==> src/rtl/berger_zero_scrubber.sv <==
`default_nettype none
// ============================================================================
// Module      : berger_zero_scrubber
// Description : Background scrubber for a Berger zero-count protected memory.
//               Sweeps every codeword through a read port and checks that the
//               check field equals the number of zero bits in the data field.
//               Yields to host traffic through host_busy.
//               Optional macro BERGER_SCRUB_LOG_EN adds a FIFO of failing
//               addresses together with its log_valid/log_addr/log_pop ports.
// Revision    : 1.0 - initial release
// ============================================================================
module berger_zero_scrubber #(
    parameter int ADDR_W    = 4,
    parameter int DATA_W    = 8,
    parameter int CHK_W     = 4,
    parameter int RD_LAT    = 1
`ifdef BERGER_SCRUB_LOG_EN
    ,
    parameter int LOG_DEPTH = 4
`endif
) (
    input  logic                      clk,
    input  logic                      rst,
    input  logic                      start,
    input  logic                      continuous,
    input  logic                      clear,
    input  logic                      host_busy,
    output logic                      mem_rd_en,
    output logic [ADDR_W-1:0]         mem_addr,
    input  logic [DATA_W+CHK_W-1:0]   mem_rdata,
    output logic                      busy,
    output logic                      done,
    output logic                      err_flag,
    output logic [ADDR_W:0]           err_count,
    output logic [ADDR_W-1:0]         first_err_addr
`ifdef BERGER_SCRUB_LOG_EN
    ,
    output logic                      log_valid,
    output logic [ADDR_W-1:0]         log_addr,
    input  logic                      log_pop
`endif
);

    localparam logic [2:0] c_IDLE  = 3'd0;
    localparam logic [2:0] c_ISSUE = 3'd1;
    localparam logic [2:0] c_WAIT  = 3'd2;
    localparam logic [2:0] c_CHECK = 3'd3;
    localparam logic [2:0] c_DONE  = 3'd4;

    localparam int c_LAT_W = $clog2(RD_LAT + 1);
    localparam logic [CHK_W-1:0] c_CHK_ONE = CHK_W'(1);

    logic [2:0]              r_state;
    logic [2:0]              w_state_nxt;
    logic [ADDR_W-1:0]       r_addr;
    logic [c_LAT_W-1:0]      r_lat;
    logic [DATA_W+CHK_W-1:0] r_word;
    logic [DATA_W-1:0]       w_data;
    logic [CHK_W-1:0]        w_chk;
    logic [CHK_W-1:0]        w_zeros;
    logic                    w_lat_hit;
    logic                    w_check_err;
    logic                    w_start_acc;

    assign w_data      = r_word[DATA_W+CHK_W-1:CHK_W];
    assign w_chk       = r_word[CHK_W-1:0];
    assign w_lat_hit   = (r_lat == c_LAT_W'(RD_LAT));
    // A check value above DATA_W can never equal the zero count, so it is bad.
    assign w_check_err = (r_state == c_CHECK) && (w_chk != w_zeros);
    assign w_start_acc = (r_state == c_IDLE) && start;

    assign busy      = (r_state != c_IDLE);
    assign done      = (r_state == c_DONE);
    assign mem_rd_en = (r_state == c_ISSUE) && !host_busy;
    assign mem_addr  = r_addr;

    // Count zero bits of the captured data field.
    always_comb begin
        w_zeros = '0;
        for (int i = 0; i < DATA_W; i++) begin
            if (!w_data[i]) begin
                w_zeros = w_zeros + c_CHK_ONE;
            end
        end
    end

    // Sweep sequencing: issue, wait out the read latency, check, advance.
    always_comb begin
        w_state_nxt = r_state;
        case (r_state)
            c_IDLE:  if (start || continuous) w_state_nxt = c_ISSUE;
            c_ISSUE: if (!host_busy)          w_state_nxt = c_WAIT;
            c_WAIT:  if (w_lat_hit)           w_state_nxt = c_CHECK;
            c_CHECK: w_state_nxt = (r_addr == '1) ? c_DONE : c_ISSUE;
            c_DONE:  w_state_nxt = continuous ? c_ISSUE : c_IDLE;
            default: w_state_nxt = c_IDLE;
        endcase
    end

    // State, address counter, latency counter and captured codeword.
    always_ff @(posedge clk or negedge rst) begin
        if (!rst) begin
            r_state <= c_IDLE;
            r_addr  <= '0;
            r_lat   <= '0;
            r_word  <= '0;
        end else begin
            r_state <= w_state_nxt;
            case (r_state)
                c_ISSUE: r_lat <= c_LAT_W'(1);
                c_WAIT: begin
                    r_lat <= r_lat + c_LAT_W'(1);
                    if (w_lat_hit) begin
                        r_word <= mem_rdata;
                    end
                end
                c_CHECK: begin
                    if (r_addr != '1) begin
                        r_addr <= r_addr + ADDR_W'(1);
                    end
                end
                c_DONE:  r_addr <= '0;
                default: ;
            endcase
        end
    end

    // Error bookkeeping; clear outranks a same-cycle error update.
    always_ff @(posedge clk or negedge rst) begin
        if (!rst) begin
            err_flag       <= 1'b0;
            err_count      <= '0;
            first_err_addr <= '0;
        end else if (clear) begin
            err_flag       <= 1'b0;
            err_count      <= '0;
            first_err_addr <= '0;
        end else if (w_start_acc) begin
            err_count      <= '0;
            first_err_addr <= '0;
        end else if (w_check_err) begin
            err_flag <= 1'b1;
            if (err_count != '1) begin
                err_count <= err_count + (ADDR_W+1)'(1);
            end
            if (err_count == '0) begin
                first_err_addr <= r_addr;
            end
        end
    end

`ifdef BERGER_SCRUB_LOG_EN
    localparam int c_PTR_W = (LOG_DEPTH > 1) ? $clog2(LOG_DEPTH) : 1;
    localparam int c_CNT_W = $clog2(LOG_DEPTH + 1);

    logic [ADDR_W-1:0]  r_log_mem [LOG_DEPTH];
    logic [c_PTR_W-1:0] r_wr_ptr;
    logic [c_PTR_W-1:0] r_rd_ptr;
    logic [c_CNT_W-1:0] r_log_cnt;
    logic               w_log_full;
    logic               w_log_empty;
    logic               w_log_push;
    logic               w_log_pop;

    function automatic logic [c_PTR_W-1:0] ptr_next(input logic [c_PTR_W-1:0] p);
        return (p == c_PTR_W'(LOG_DEPTH - 1)) ? '0 : p + c_PTR_W'(1);
    endfunction

    assign w_log_full  = (r_log_cnt == c_CNT_W'(LOG_DEPTH));
    assign w_log_empty = (r_log_cnt == '0);
    assign w_log_pop   = log_pop && !w_log_empty && !clear;
    // A full log still accepts a push when a pop frees a slot the same cycle.
    assign w_log_push  = w_check_err && !clear && (!w_log_full || w_log_pop);
    assign log_valid   = !w_log_empty;
    assign log_addr    = r_log_mem[r_rd_ptr];

    // Log pointers and occupancy.
    always_ff @(posedge clk or negedge rst) begin
        if (!rst) begin
            r_wr_ptr  <= '0;
            r_rd_ptr  <= '0;
            r_log_cnt <= '0;
        end else if (clear) begin
            r_wr_ptr  <= '0;
            r_rd_ptr  <= '0;
            r_log_cnt <= '0;
        end else begin
            if (w_log_push) r_wr_ptr <= ptr_next(r_wr_ptr);
            if (w_log_pop)  r_rd_ptr <= ptr_next(r_rd_ptr);
            if (w_log_push && !w_log_pop)      r_log_cnt <= r_log_cnt + c_CNT_W'(1);
            else if (!w_log_push && w_log_pop) r_log_cnt <= r_log_cnt - c_CNT_W'(1);
        end
    end

    // Log storage; contents are only meaningful below the occupancy count.
    always_ff @(posedge clk) begin
        if (w_log_push) begin
            r_log_mem[r_wr_ptr] <= r_addr;
        end
    end
`endif

endmodule
`default_nettype wire

==> config.mk <==
export PLATFORM = sky130hd
export DESIGN_NAME = berger_zero_scrubber
export DESIGN_NICKNAME = d
export VERILOG_FILES = /design/src/rtl/berger_zero_scrubber.sv
export SDC_FILE = /design/constraint.sdc
export NUM_CORES = 1
export LEC_CHECK = 0
export ABC_AREA = 1
export CAP_MARGIN = 20
export CORE_MARGIN = 4
export CORE_UTILIZATION = 30
export DETAILED_ROUTE_END_ITERATION = 16
export GPL_ROUTABILITY_DRIVEN = 0
export SKIP_LAST_GASP = 1
export SLEW_MARGIN = 20
export SYNTH_ARGS = -nofsm -noshare
export SYNTH_HDL_FRONTEND = slang
export SYNTH_SLANG_ARGS = --single-unit
==> constraint.sdc <==
create_clock -name clk -period 5.9 [get_ports clk]
set_input_delay 0.885 -clock clk [delete_from_list [all_inputs] [get_ports clk]]
set_output_delay 0.885 -clock clk [all_outputs]
set_load 0.05 [all_outputs]
# Word-level counts from Yosys, hierarchy flattened
# Cells that the tools add are included.
[totals] output_inout_bits=17 in_bits=18 regBits=30 wordCells=78
[classes] n_addsub=10 reduce_logical=20 muxes=28 n_eq_ne=13
[ops] op="2-to-1 mux 4 bit" count=11
[ops] op="adder 4 x 1 -> 4 bit, second input constant" count=7
[ops] op="2-to-1 mux 5 bit" count=4
[ops] op="case mux 3 bit (5 select lines)" count=1
[ops] op="2-to-1 mux 3 bit" count=4
[ops] op="nonzero test 3 bit" count=4
[ops] op="AND reduction 2 bit" count=5
[ops] op="case mux 4 bit (2 select lines)" count=1
[ops] op="== test 3 x 2 -> 1 bit, second input constant" count=2
[ops] op="!= test 2 bit, second input constant" count=3
[ops] op="nonzero test 2 bit" count=3
[ops] op="adder 5 x 1 -> 5 bit, second input constant" count=1
[ops] op="zero test 5 bit" count=1
[ops] op="2-to-1 mux 1 bit" count=5
[ops] op="!= test 5 bit, second input constant" count=1
[ops] op="== test 4 bit, second input constant" count=1
[ops] op="!= test 2 x 1 -> 1 bit, second input constant" count=2
[ops] op="!= test 4 bit" count=1
[ops] op="!= test 4 bit, second input constant" count=1
[ops] op="== test 3 x 1 -> 1 bit, second input constant" count=1
[ops] op="== test 3 bit, second input constant" count=1
[ops] op="logical AND 1 bit" count=3
[ops] op="zero test 3 bit" count=1
[ops] op="AND reduction 3 bit" count=1
[ops] op="6 further kinds" count=6

# Logic depth before layout (Yosys ltp)
[depth] depth_word=20 ltp_mapped=31 depth_no_buf=31

# Worst setup path after synthesis
# OpenSTA, ideal clock, no wires.
[synth_path] path_type="register -> register" startpoint="reg r_word[4]" endpoint="reg err_count[0]" period_less_slack_ns=4.316 t_arrival_ns=4.198 n_path_buf=0 setup_slack_ns=1.584 setup_ns=0.119 stages_incl_launch_ff=31 t_required_ns=5.781 path_cell_list="dfrtp_1 > inv_1 > ha_1 > nand2_1 > nand2_2 > ha_1 > nand2_1 > nand2_1 > ha_1 > or2_2 > nand2_1 > inv_1 > ha_1 > or2_2 > nand2_1 > inv_1 > ha_1 > nand2_1 > nand2_1 > ha_1 > or2_2 > nand2_1 > nand2_1 > nand2_1 > nand2_1 > nor2_2 > nand2_4 > nand3b_4 > nand2_4 > nand2_1 > nand2_1"
[synth_via] elab_chain_len=19
[synth_lines] element="start, declared" line="57" text="logic [DATA_W+CHK_W-1:0] r_word;"
[synth_lines] element="start signal, assigned" line="114" text="r_word <= mem_rdata;"
[synth_lines] element="2-to-1 mux 1 bit (*)" line="81" text="if (!w_data[i]) begin"
[synth_lines] element="adder 1 x 1 -> 2 bit" line="82" text="w_zeros = w_zeros + c_CHK_ONE;"
[synth_lines] element="2-to-1 mux 2 bit (*)" line="81"
[synth_lines] element="adder 4 x 1 -> 4 bit" line="82"
[synth_lines] element="2-to-1 mux 4 bit (*)" line="81"
[synth_lines] element="adder 4 x 1 -> 4 bit" line="82"
[synth_lines] element="2-to-1 mux 4 bit (*)" line="81"
[synth_lines] element="adder 4 x 1 -> 4 bit" line="82"
[synth_lines] element="[... 3 more ...]"
[synth_lines] element="adder 4 x 1 -> 4 bit" line="82"
[synth_lines] element="2-to-1 mux 4 bit (*)" line="81"
[synth_lines] element="adder 4 x 1 -> 4 bit" line="82"
[synth_lines] element="2-to-1 mux 4 bit (*)" line="81"
[synth_lines] element="!= test 4 bit (*)" line="69" text="assign w_check_err = (r_state == c_CHECK) && (w_chk != w_zeros);"
[synth_lines] element="logical AND 1 bit (*)" line="69"
[synth_lines] element="nonzero test 3 bit (no source line) (*)"
[synth_lines] element="AND reduction 2 bit (no source line) (*)"
[synth_lines] element="end signal, assigned" line="144" text="err_count <= err_count + (ADDR_W+1)'(1);"
[synth_lines] element="end, declared" line="34" text="output logic [ADDR_W:0] err_count,"
# Every way passes the cells marked *; elsewhere a longest branch is shown, timed or not.
# A chain may end at the register's enable or synchronous reset.

# Final worst setup path
# Same ends and word-level chain as after synthesis.

==> out/qor.txt <==
most frequent cells in the layout: nand2_1, inv_1, clkdlybuf4s50_1
Vias/cell: 4.42
maxcap violations: 0
met1 wire length: 2140 um
H-tree depth: 2
Synth Area per Inst: 7.13 sq um
Slew Viols, Final: 0
minimum clock period: 4.57 ns
flop and latch count out of synthesis: 30
P&R area growth vs syn: 26.6%
Layout Nets: 365
clock latency on the worst-skew pair: 0.27 ns
worst hold slack: 0.499 ns
most common cell after layout, fill and taps aside: nand2_1
synthesized instance count: 295
Vias: 1916
die width: 91.7 um
Routed met3 length: 108 um
I/O pin count: 35
Worst Skew: 0.00577 ns
post-route worst setup slack: 1.33 ns
critical path's slowest cell: dfrtp_1
floorplan row count: 30
Max transition margin: 41.7%
GRT Overall Usage: 11.4%
synth top area cells: dfrtp_1, nand2_1, inv_1
unrepaired setup endpoints after global routing: false
number of hold violations in the final report: 0
Max Used Layer: met4
Die Height: 91.7 um
top cell type's share of synthesized area: 35.7%
worst-path maximum fanout: 6
Final setup viols: 0
worst path required time: 6.06 ns
Post-DRT Antenna Nets: 0
post-synthesis sequential area ratio: 35.7%
first-pass GRT wire length: 8100 um
Avg WL per Cell: 10.3 um
largest area contributor in the netlist: dfrtp_1
antenna violations before repair: 0
Root Driver: clkbuf_8
GRT overflow: 0
DRC: 0
largest net degree at the start of global routing: 31
CP Capture Type: flip-flop
die area: 0.00841 sq mm
Finished Cell Area: 0.00266 sq mm
critical path arrival: 4.73 ns
fin crit share: 77.5%
starting density of the core: 30.9%
First-pass DRT Iterations: 4
placed cell areas: 0.00257 sq mm
Yosys Warn Count: 0
Fmax: 0.219 GHz
antenna cells: 0
Worst Max-Slew Pin Slew: 0.868 ns
Reg clk slew, reported paths: 0.07 ns
Place WS: 1.32 ns
# resized after CTS: 0
drt total wl: 4480 um
Yosys cell types: 31
Core Box Area: 0.00679 sq mm
Buffers on Ports: 34
setup tns final: 0 ns
post-CTS repair timing setup buffer count: 0
status: finished clean
share of cells above drive strength 1: 10.7%
vias in the first global route: 1935
DRT iter0 DRCs: 94
Crit path max-delay family: simple AND/OR/NAND/NOR gates
Startpoint Class: flip-flop
CTS tree: done
cell mode on critical path: nand2_1
Inserted Clock Buffers: 5
WP buf/inv: 3
CTS Sinks: 30
DPL Wire Length: 3510 um
Post-Syn Nets: 324
critical path type: reg -> reg
hold buffers post-CTS: 0
met2 wire length: 2200 um
CTS Buffer Depth: 2
Crit path largest cell delay: 0.35 ns
Post-Syn Area: 0.00210 sq mm
worst hold-check path type: reg -> reg
per-layer routing:
layer | vias to the layer above | GRT usage (%)
met4 | 0 | 3.71
met1 | 878 | 14.5
li1 | 1010 | -
met5 | - | 0
met2 | 26 | 19.8
met3 | 2 | 1.64
worst paths after layout:
check                           startpoint           end  slack (ns)  depth (start not counted)
worst max-delay path             r_word[4]  err_count[0]        1.33                         30
worst max register to register   r_word[4]  err_count[0]        1.33                         30
worst min-delay path             r_word[0]     r_word[0]        0.50                          2
worst min register to register   r_word[0]     r_word[0]        0.50                          2
min in group asynchronous              rst      err_flag        1.00                          2
max in group asynchronous              rst    r_state[1]        4.60                          2
cell type report:
class	instances	area, sq um
tap	96	120
multi-input combinational	218	1170
clock inverter	1	5.00
clock buffer	7	86.3
sequential	30	751
fill	738	4130
inverter	45	169
timing repair buffer	36	355
worst register-to-register path, delay by kind of cell, from the launching register on:
family                     cells  cell delay, ns
buffers and inverters          3            0.14
DFF                            1            0.35
adders and majority gates      6            1.66
and+or+nand+nor               21            2.30
cells in the mapped netlist:
cell / count
a211oi_1: 1
a21oi_1: 4
and3_1: 1
clkbuf_1: 2
clkinv_1: 1
dfrtp_1: 30
ha_1: 11
inv_1: 42
inv_2: 2
nand2_1: 93
nand2_2: 8
nand2_4: 3
nand3_1: 30
nand3_2: 4
nand3_4: 2
nand3b_1: 1
nand3b_4: 1
nand4_1: 1
nor2_1: 25
nor2_2: 1
nor2_4: 1
nor3_1: 5
nor3b_1: 1
nor4_1: 3
nor4b_1: 1
o21ai_0: 12
o311ai_0: 1
or2_2: 5
xnor2_1: 1
xnor3_1: 1
xor2_1: 1
flip-flops by register name, indices dropped and copies added, names as in the netlist:
register and cells:
mem_addr 4, err_flag 1, r_word 12, err_count 5
r_lat 1, first_err_addr 4, r_state 3
stage by stage:
step | cells | utilization, %
after global routing | 433 | 39.2
after floorplan | 295 | -
final | 433 | 39.2
after detailed placement | 425 | 37.8
after global placement | 425 | 37.8
after CTS | 433 | 39.2
cells by family (layout without fill, tap and decap cells):
| family | after synthesis | after routing | synth area share [%] |
|---|---|---|---|
| buffers and inverters | 47 | 89 | 8.39 |
| adder cells (fa/ha/maj) | 11 | 11 | 6.55 |
| XOR/XNOR | 3 | 3 | 1.90 |
| AND/OR/NAND/NOR | 186 | 186 | 42.9 |
| flip-flops | 30 | 30 | 35.7 |
| AO/OA/AOI/OAI | 18 | 18 | 4.58 |
Power is not shown: default switching activity piles up to over one toggle a cycle in this logic, so the estimate is an artifact.
